$ cat src/rtl/riscv_pkg.sv
// -----------------------------------------------------------------------------
// riscv_pkg
//   Shared core types: datapath width, decoded operation encoding, the register
//   write-back port carried down the pipeline, and the MEM-stage bus FSM and
//   access-size encodings.
// -----------------------------------------------------------------------------
package riscv_pkg;

  localparam int XLEN = 32;

  // UNKNOWN is encoding 0 so a cleared pipeline register decodes as a bubble.
  typedef enum logic [4:0] {
    UNKNOWN,
    LUI, AUIPC, JAL, JALR,
    BEQ, BNE, BLT, BGE, BLTU, BGEU,
    LB, LH, LW, LBU, LHU,
    SB, SH, SW,
    ADDI, ADD, SUB, AND, OR, XOR
  } operation_e;

  typedef struct packed {
    logic [4:0]      addr;
    logic [XLEN-1:0] data;
    logic            valid;
  } rd_port_t;

  typedef enum logic [1:0] {
    IDLE,
    WAIT_GNT,
    WAIT_RVALID
  } mem_state_e;

  typedef enum logic [1:0] {
    BYTE,
    HALF,
    WORD
  } mem_size_e;

  function automatic logic is_load_op(input operation_e op);
    return op inside {LB, LH, LW, LBU, LHU};
  endfunction

  function automatic mem_size_e op_size(input operation_e op);
    case (op)
      LB, LBU, SB: return BYTE;
      LH, LHU, SH: return HALF;
      default:     return WORD;
    endcase
  endfunction

endpackage

$ cat src/rtl/load_align.sv
// -----------------------------------------------------------------------------
// load_align
//   Selects the addressed byte/half/word lane out of a bus read word and
//   sign- or zero-extends it according to the load operation.
//   rdata_i     : raw word from the data bus
//   offset_i    : ea[1:0] of the load
//   operation_i : LB/LH/LW/LBU/LHU (anything else passes the lane through)
//   data_o      : extended XLEN result
// -----------------------------------------------------------------------------
module load_align
  import riscv_pkg::*;
(
  input  logic [XLEN-1:0] rdata_i,
  input  logic [1:0]      offset_i,
  input  operation_e      operation_i,
  output logic [XLEN-1:0] data_o
);

  logic [XLEN-1:0] lane;

  assign lane = rdata_i >> {offset_i, 3'b000};

  // NOTE: data_o is given a value before the case so every path assigns it
  // and no latch is inferred.
  always_comb begin
    data_o = lane;
    case (operation_i)
      LB:      data_o = {{(XLEN-8){lane[7]}},   lane[7:0]};
      LBU:     data_o = {{(XLEN-8){1'b0}},      lane[7:0]};
      LH:      data_o = {{(XLEN-16){lane[15]}}, lane[15:0]};
      LHU:     data_o = {{(XLEN-16){1'b0}},     lane[15:0]};
      default: data_o = lane;
    endcase
  end

endmodule

$ cat src/rtl/memory_access.sv
// -----------------------------------------------------------------------------
// memory_access
//   MEM pipeline stage. Issues loads/stores on a req/gnt/rvalid data bus,
//   stalls upstream while an access is outstanding and registers MEM/WB.
//   clk_i, rstn_i          : clock, asynchronous active-low reset
//   pcM_i .. rdM_port_i    : EX/MEM register contents
//   memM_wrt_ena_i         : store request
//   memM_wrt_data_i        : effective address (rs1+imm) -- historical name
//   memM_wrt_addr_i        : store data (rs2)            -- historical name
//   dmem_*                 : data-memory bus
//   stallM_o               : combinational stall for IF..EX and EX/MEM
//   pcM_o .. rdM_port_o    : MEM/WB register
//   misaligned_o/bus_err_o : one-cycle exception pulses
// -----------------------------------------------------------------------------
module memory_access
  import riscv_pkg::*;
#(
  parameter int TIMEOUT_CYCLES = 255
) (
  input  logic            clk_i,
  input  logic            rstn_i,
  input  logic [XLEN-1:0] pcM_i,
  input  logic [XLEN-1:0] instrM_i,
  input  operation_e      operationM_i,
  input  rd_port_t        rdM_port_i,
  input  logic            memM_wrt_ena_i,
  input  logic [XLEN-1:0] memM_wrt_data_i,
  input  logic [XLEN-1:0] memM_wrt_addr_i,
  output logic            dmem_req_o,
  output logic            dmem_we_o,
  output logic [XLEN-1:0] dmem_addr_o,
  output logic [3:0]      dmem_be_o,
  output logic [XLEN-1:0] dmem_wdata_o,
  input  logic            dmem_gnt_i,
  input  logic            dmem_rvalid_i,
  input  logic [XLEN-1:0] dmem_rdata_i,
  output logic            stallM_o,
  output logic [XLEN-1:0] pcM_o,
  output logic [XLEN-1:0] instrM_o,
  output operation_e      operationM_o,
  output rd_port_t        rdM_port_o,
  output logic            misaligned_o,
  output logic            bus_err_o
);

  localparam int CNT_W = $clog2(TIMEOUT_CYCLES + 1);

  mem_state_e      state_q, state_d;
  logic [CNT_W-1:0] cnt_q;
  logic [XLEN-1:0] ea, rs2, load_data;
  mem_size_e       size;
  logic            is_load, is_store, access, misaligned, misaligned_hit;
  logic            req, stall, complete, abort, timeout_hit;
  rd_port_t        wb_rd;

  assign ea       = memM_wrt_data_i;
  assign rs2      = memM_wrt_addr_i;
  assign size     = op_size(operationM_i);
  assign is_store = memM_wrt_ena_i;
  assign is_load  = is_load_op(operationM_i) && rdM_port_i.valid;
  assign access   = is_load || is_store;

  assign misaligned = access && (((size == WORD) && (ea[1:0] != 2'b00)) ||
                                 ((size == HALF) && ea[0]));
  assign misaligned_hit = (state_q == IDLE) && misaligned;

  // Address/strobes/data come straight from EX/MEM, which the stall freezes,
  // so they stay stable for the whole WAIT_GNT period without extra flops.
  assign dmem_we_o   = is_store;
  assign dmem_addr_o = {ea[XLEN-1:2], 2'b00};

  always_comb begin
    dmem_be_o    = 4'b1111;
    dmem_wdata_o = rs2;
    case (size)
      BYTE: begin
        dmem_be_o    = 4'b0001 << ea[1:0];
        dmem_wdata_o = {4{rs2[7:0]}};
      end
      HALF: begin
        dmem_be_o    = 4'b0011 << {ea[1], 1'b0};
        dmem_wdata_o = {2{rs2[15:0]}};
      end
      default: begin
        dmem_be_o    = 4'b1111;
        dmem_wdata_o = rs2;
      end
    endcase
  end

  assign timeout_hit = (cnt_q == CNT_W'(TIMEOUT_CYCLES - 1));

  // Next state and bus/stall outputs. Completion takes priority over timeout.
  always_comb begin
    state_d  = state_q;
    req      = 1'b0;
    stall    = 1'b0;
    complete = 1'b0;
    abort    = 1'b0;
    case (state_q)
      IDLE: begin
        if (access && !misaligned) begin
          req = 1'b1;
          if (dmem_gnt_i && is_store) begin
            complete = 1'b1;
          end else begin
            stall   = 1'b1;
            state_d = dmem_gnt_i ? WAIT_RVALID : WAIT_GNT;
          end
        end
      end
      WAIT_GNT: begin
        req = 1'b1;
        if (dmem_gnt_i && is_store) begin
          complete = 1'b1;
          state_d  = IDLE;
        end else if (timeout_hit) begin
          abort   = 1'b1;
          state_d = IDLE;
        end else begin
          stall = 1'b1;
          if (dmem_gnt_i) state_d = WAIT_RVALID;
        end
      end
      WAIT_RVALID: begin
        if (dmem_rvalid_i) begin
          complete = 1'b1;
          state_d  = IDLE;
        end else if (timeout_hit) begin
          abort   = 1'b1;
          state_d = IDLE;
        end else begin
          stall = 1'b1;
        end
      end
      default: state_d = IDLE;
    endcase
  end

  // Reset must silence the bus and release the pipeline immediately, even
  // though the EX/MEM inputs may still describe an access.
  assign dmem_req_o = req   && rstn_i;
  assign stallM_o   = stall && rstn_i;

  load_align u_load_align (
    .rdata_i     (dmem_rdata_i),
    .offset_i    (ea[1:0]),
    .operation_i (operationM_i),
    .data_o      (load_data)
  );

  always_comb begin
    wb_rd = rdM_port_i;
    if (complete && !is_store) begin
      wb_rd = '{addr: rdM_port_i.addr, data: load_data, valid: 1'b1};
    end else if (is_store || misaligned_hit || abort) begin
      wb_rd.valid = 1'b0;
    end
  end

  // NOTE: sequential state uses non-blocking assignments so every flop samples
  // pre-edge values regardless of process ordering.
  always_ff @(posedge clk_i or negedge rstn_i) begin
    if (!rstn_i) begin
      state_q <= IDLE;
      cnt_q   <= '0;
    end else begin
      state_q <= state_d;
      // Counts cycles spent in WAIT_GNT + WAIT_RVALID for one access.
      if (state_q == IDLE || state_d == IDLE) cnt_q <= '0;
      else                                    cnt_q <= cnt_q + 1'b1;
    end
  end

  always_ff @(posedge clk_i or negedge rstn_i) begin
    if (!rstn_i) begin
      pcM_o        <= '0;
      instrM_o     <= '0;
      operationM_o <= UNKNOWN;
      rdM_port_o   <= '0;
      misaligned_o <= 1'b0;
      bus_err_o    <= 1'b0;
    end else begin
      misaligned_o <= misaligned_hit;
      bus_err_o    <= abort;
      if (stall) begin
        pcM_o        <= '0;
        instrM_o     <= '0;
        operationM_o <= UNKNOWN;
        rdM_port_o   <= '0;
      end else begin
        pcM_o        <= pcM_i;
        instrM_o     <= instrM_i;
        operationM_o <= operationM_i;
        rdM_port_o   <= wb_rd;
      end
    end
  end

endmodule

$ cat config.mk
export PLATFORM = sky130hd
export DESIGN_NAME = memory_access
export DESIGN_NICKNAME = d
export VERILOG_FILES = /design/src/rtl/riscv_pkg.sv /design/src/rtl/load_align.sv /design/src/rtl/memory_access.sv
export SDC_FILE = /design/constraint.sdc
export NUM_CORES = 1
export LEC_CHECK = 0
export CORE_AREA = 2 2 151 153
export DETAILED_ROUTE_END_ITERATION = 7
export DIE_AREA = 0 0 153 155
export GPL_ROUTABILITY_DRIVEN = 1
export PLACE_DENSITY = 0.61
export SETUP_SLACK_MARGIN = 0.5
export SLEW_MARGIN = 20
export SYNTH_ARGS = -nofsm -noshare
export SYNTH_HDL_FRONTEND = slang
export SYNTH_HIERARCHICAL = 1
export SYNTH_SLANG_ARGS = --single-unit
$ cat constraint.sdc
create_clock -name clk_i -period 3.9 [get_ports clk_i]
set_input_delay 0.78 -clock clk_i [delete_from_list [all_inputs] [get_ports clk_i]]
set_output_delay 0.78 -clock clk_i [all_outputs]
set_load 0.02 [all_outputs]
Word-level counts from Yosys, hierarchy flattened
Cells that the tools add are included.
Widths: inputs -> output; s select.
Word-level totals
  flip-flop bits (word level): 119
  bits of input ports: 208
  output and inout port bits: 180
  word-level logic and storage cells: 87
Cells by class
  add/sub/neg operators: 1
  equality and inequality tests: 12
  shifts and indexed selects: 3
  mux-type cells: 37
  reductions and logical operators: 24
Operators by type and width (number)
  $pmux 32 s4: 1
  $mux 32: 3
  $pmux 32 s2: 1
  $mux 38: 1
  $shr 32x5->32: 1
  $eq 5x4->1 const B: 5
  $mux 2: 8
  $mux 1: 14
  $eq 5x5->1 const B: 2
  $logic_and 1x1->1: 10
  $add 8x1->8 const B: 1
  $eq 8x8->1 const B: 1
  $mux 8: 1
  $pmux 4 s2: 1
  $logic_not 2->1: 3
  $pmux 1 s3: 2
  $pmux 2 s3: 1
  $reduce_or 3->1: 2
  $logic_or 1x1->1: 5
  $mux 5: 1
  $reduce_bool 5->1: 1
  $eq 2x1->1 const B: 2
  $eq 2x2->1 const B: 2
  $pmux 1 s2: 2
  5 further kinds: 6

Longest topological paths before layout
  depth in word-level cells: 14
  gate-level depth with buffers: 8

Modules after synthesis
Netlist, hierarchy kept.
Modules (own cells, without submodules)
  memory_access: times used 1, cells an instance 488, area each 5258.8 um2, sequential area each 2977.9 um2
  load_align: times used 1, cells an instance 103, area each 805.8 um2, sequential area each 0.0 um2

Worst setup path before layout
No wires, ideal clock.
  path type: input to output
  start: input port operationM_i[3]
  end: output port dmem_wdata_o[24]
  arrival: 2.101 ns
  required time: 3.120 ns
  path slack: 1.019 ns
  cell stages on the path: 6
  buffers on the path: 2
  cells stage by stage: nor4b_2 > a32o_2 > buf_2 > clkbuf_1 > a22oi_1 > nand2_1
On the way
  longest elaborated chain between the ends: 5
  elaborated cells on any way between the ends: 12
  those cells by class: 7 x eq/ne; 2 x mux; 3 x reduce/logical
RTL lines
  start: declaration: RTL line memory_access.sv:24  | input operation_e operationM_i,
  $eq 5x4->1 / $eq 5x5->1 (equally long branches): RTL line riscv_pkg.sv:44  | case (op)
  $reduce_or 3->1: RTL line riscv_pkg.sv:44
  $pmux 2 s2 (*): RTL line riscv_pkg.sv:44
  $eq 2x1->1 / $logic_not 2->1 (equally long branches): RTL line memory_access.sv:75  | case (size)
  $pmux 32 s2 (*): RTL line memory_access.sv:75
  end: declaration: RTL line memory_access.sv:33  | output logic [XLEN-1:0] dmem_wdata_o,
Every way passes the cells marked *; elsewhere a longest branch is shown, timed or not.

Worst setup path in the final report
  start: input port operationM_i[3]
  end: output port dmem_wdata_o[10]
The elaborated chain is that of the path after synthesis.

==> flow_results.org <==
** Placement
- Weighted congestion at the end of routability-driven global placement :: 0.799
- Placed inst area :: 0.00932 mm^2
- # placed instances :: 1148
- In this run the tool buffered the top-level ports with 325 buffer cells.
- After legalization and detailed placement, the total HPWL measured 16.9 mm.

** Critical path
- Data arrives at the worst endpoint at 2.60 ns.
- In this run the worst path has a maximum fanout of 18.
- The worst setup path is launched from an input pin.
- Data on the critical path is required at its endpoint by 3.12 ns.
- The worst setup path is captured at an output port.
- The critical path is of the in -> out type.

** Timing
- The final-report max-slew violation count came to 0.
- The final hold violation count is 0.
- Post-Route Hold Slack :: 0.213 ns
- Final worst path period share :: 86.6%
- Worst clock skew :: 0.0101 ns
- Finish-stage setup viols :: 0
- Actual slew at the worst max-slew pin :: 0.759 ns
- Max Fclk :: 296 MHz
- Worst max-slew margin expressed relative to the limit :: 49.4%
- Unrepaired setup endpoints after global routing :: yes
- The worst path needs 3.38 ns of the cycle, external delays included.

** CTS
- Clock tree synthesis inserted a total of 17 buffers.
- Maximum buffer depth of the clock tree :: 2
- The tree is rooted in a sky130_fd_sc_hd__clkbuf_16.
- Post-CTS Hold Buffers :: 0
- Sink Count :: 119
- TritonCTS clock tree :: done
- Worst-path clk slew :: 0.06 ns
- At the later pin of the worst-skew pair, clock insertion delay measures 0.42 ns.
- # H-tree levels :: 4

** Routing
- For this block, the via count after detailed routing is 5476.
- Via-per-instance ratio :: 4.63
- The first TritonRoute pass finished after 4 iterations.
- In this run the remaining antenna-violating nets after routing total 0.
- Summed over all layers, the routed wires come to 21.8 mm.
- Drt drc :: 0
- In this run, the number of DRC markers left after iteration 0 of detailed routing was 272.
- Average wire per standard cell :: 18.4 um

** Synthesis
- Of the post-synthesis cell area, the dominant cell type holds 49.1%.
- The netlist uses 61 different library cells.
- Seq cells post-synth :: 119
- Of all cell types, the one taking the most synthesized area is sky130_fd_sc_hd__dfrtp_1.
- Number of standard cells after synthesis :: 591
- Post-synthesis cell area :: 0.00606 mm^2
- Synth area leaders :: sky130_fd_sc_hd__dfrtp_1 (49%), sky130_fd_sc_hd__and2_1 (7.7%), sky130_fd_sc_hd__buf_4 (5.3%)
- The synthesized design contains 0 enable-type register cells.
- The share of the Yosys chip area taken by registers is 49.1%.
- Avg Inst Size Synth :: 10.3 um^2
- Yosys synthesis warning count :: 6
- Among all flip-flop cells after synthesis, the most frequent one is sky130_fd_sc_hd__dfrtp_1.
- Share of flip-flops with an asynchronous set or reset after synthesis :: 100%

** GRT
- Total global routing track utilization :: 18.0%
- GR Overflow Total :: 0
- The number of global-route vias before repair came to 5528.
- First-pass GRT wire length :: 32.6 mm
- Entering global routing, the biggest net connects 74 pins.
- Antenna violations before repair :: 1

** Floorplan
- Die Ht :: 155 um
- Chip width :: 153 um
- The die covers 0.0237 mm^2.
- For this design the top-level I/O count stands at 388.
- The initialized floorplan defines 55 standard-cell rows.
- The region available for standard cell placement spans 0.0222 mm^2.
- Initial core utilization :: 27.3%

** Flow run
- Number of max-capacitance violations reported :: 0

** Layout
- Most common cell after layout, fill and taps aside :: sky130_fd_sc_hd__clkdlybuf4s50_1
- Area added between synthesis and finish :: 62.7%
- Final cell area excluding filler cells :: 0.00986 mm^2
- Commonest non-fill, non-tap cells in the layout :: sky130_fd_sc_hd__clkdlybuf4s50_1 (289), sky130_fd_sc_hd__dfrtp_1 (119), sky130_fd_sc_hd__nand2_1 (85), sky130_fd_sc_hd__and2_1 (75), sky130_fd_sc_hd__a21oi_1 (42)
- Of the cells placed in the final design, the portion with a size suffix greater than 1 is 12.1%.
- Core occupancy in the finished layout :: 44.4%
- Layout net count :: 1099
- Number of standard cells in the layout, taps in and fillers out :: 1184

** Power
- In this run the static leakage power is 0.00427 uW.
- Across the VDD grid, the largest voltage drop is 273 uV.
- Power density cells :: 532 mW/mm^2

** Run status
- Run status :: completed

** Worst hold path
- Worst min-delay path category :: in -> async
-- layout make-up --
cell class / instances / area, um^2
inverter: 15 / 56.3
tap: 285 / 357
clock buffer: 17 / 425
fill: 2134 / 12400
multi-input combinational: 379 / 2500
clock inverter: 15 / 159
timing repair buffer: 353 / 3380
antenna: 1 / 2.50
sequential: 119 / 2980
-- through the flow --
| stage | TNS (ns) | power, uW | setup WS [ns] |
|---|---|---|---|
| 2_1_floorplan | 0 | 2760 | 1.02 |
| 3_3_place_gp | -0.0258 | 3730 | -0.0179 |
| 6_report | 0 | 5250 | 0.522 |
| 5_1_grt | 0 | 5510 | 0.434 |
| 4_1_cts | 0 | 5320 | 0.452 |
| 3_5_place_dp | -0.497 | 3750 | -0.0586 |
-- cells in the mapped netlist, types with 3 or more instances --
master                      number
sky130_fd_sc_hd__a211oi_1        7
sky130_fd_sc_hd__a21oi_1        42
sky130_fd_sc_hd__a22oi_1         9
sky130_fd_sc_hd__a2bb2oi_1       7
sky130_fd_sc_hd__and2_1         75
sky130_fd_sc_hd__buf_2           9
sky130_fd_sc_hd__buf_4          43
sky130_fd_sc_hd__buf_6          10
sky130_fd_sc_hd__clkbuf_1       14
sky130_fd_sc_hd__dfrtp_1       119
sky130_fd_sc_hd__ha_1            6
sky130_fd_sc_hd__inv_1          15
sky130_fd_sc_hd__mux2_2         17
sky130_fd_sc_hd__mux2i_1        16
sky130_fd_sc_hd__nand2_1        85
sky130_fd_sc_hd__nand3_1         4
sky130_fd_sc_hd__nand4_1         3
sky130_fd_sc_hd__nor2_1         14
sky130_fd_sc_hd__nor2b_1        13
sky130_fd_sc_hd__o211ai_1        4
sky130_fd_sc_hd__o21ai_0         9
sky130_fd_sc_hd__o221ai_1       16
sky130_fd_sc_hd__xor2_1          7
-- worst max-delay path: stages --
cell	delay, ns
sky130_fd_sc_hd__dlygate4sd2_1	0.31
sky130_fd_sc_hd__nor4b_4	0.38
sky130_fd_sc_hd__a32o_2	0.25
sky130_fd_sc_hd__buf_6	0.21
sky130_fd_sc_hd__mux2_2	0.34
sky130_fd_sc_hd__dlygate4sd2_1	0.32
-- repair_timing --
action | 4_1_cts | 5_1_grt
pin swaps | 2 | 2
resized for setup | 37 | 28
buffers inserted | 2 | 1
setup endpoints to repair | 30 | 25
-- cell families after synthesis --
family	after synthesis	share of synthesized area, %
flops	119	49.1
simple gates	213	18.7
fa+ha+maj	6	1.24
compound gates	115	13.2
buf+inv	94	10.3
mux	34	6.17
other cells	1	0.0618
xor+xnor	9	1.30
-- state kept, by name (all words and copies together) (netlist names) --
name          count
instrM_o         32
rdM_port_o       38
operationM_o      5
cnt_q             8
bus_err_o         1
pcM_o            32
state_q           2
misaligned_o      1
-- power by group --
group / total, uW / internal [uW] / switching, uW
sequential: 1650 / 1550 / 98.1
clock: 1570 / 906 / 663
combinational: 2030 / 976 / 1050
-- worst paths after layout --
kind                                 start          endpoint  slack, ns  cells after the start
setup / recovery           operationM_i[3]  dmem_wdata_o[10]       0.52                      6
hold / removal                      rstn_i         pcM_o[29]       0.21                      1
setup reg to reg                state_q[0]      instrM_o[10]       1.77                      7
hold reg to reg                   cnt_q[0]          cnt_q[0]       0.54                      1
max in group asynchronous           rstn_i      instrM_o[16]       2.04                      3
min in group clk_i                cnt_q[0]          cnt_q[0]       0.54                      1
-- layer usage --
layer  wire length [um]  share of wire (%)  up-vias  GRT usage, %
li1                   -                  -     2554             -
met1               8190                 38     2597          20.1
met2              11400                 53      278          32.9
met3               1430                6.6       47          4.01
met4                721                3.3        0          8.16
met5                  0                  0        -             0
No activity file was read; power rests on OpenSTA's default activity.
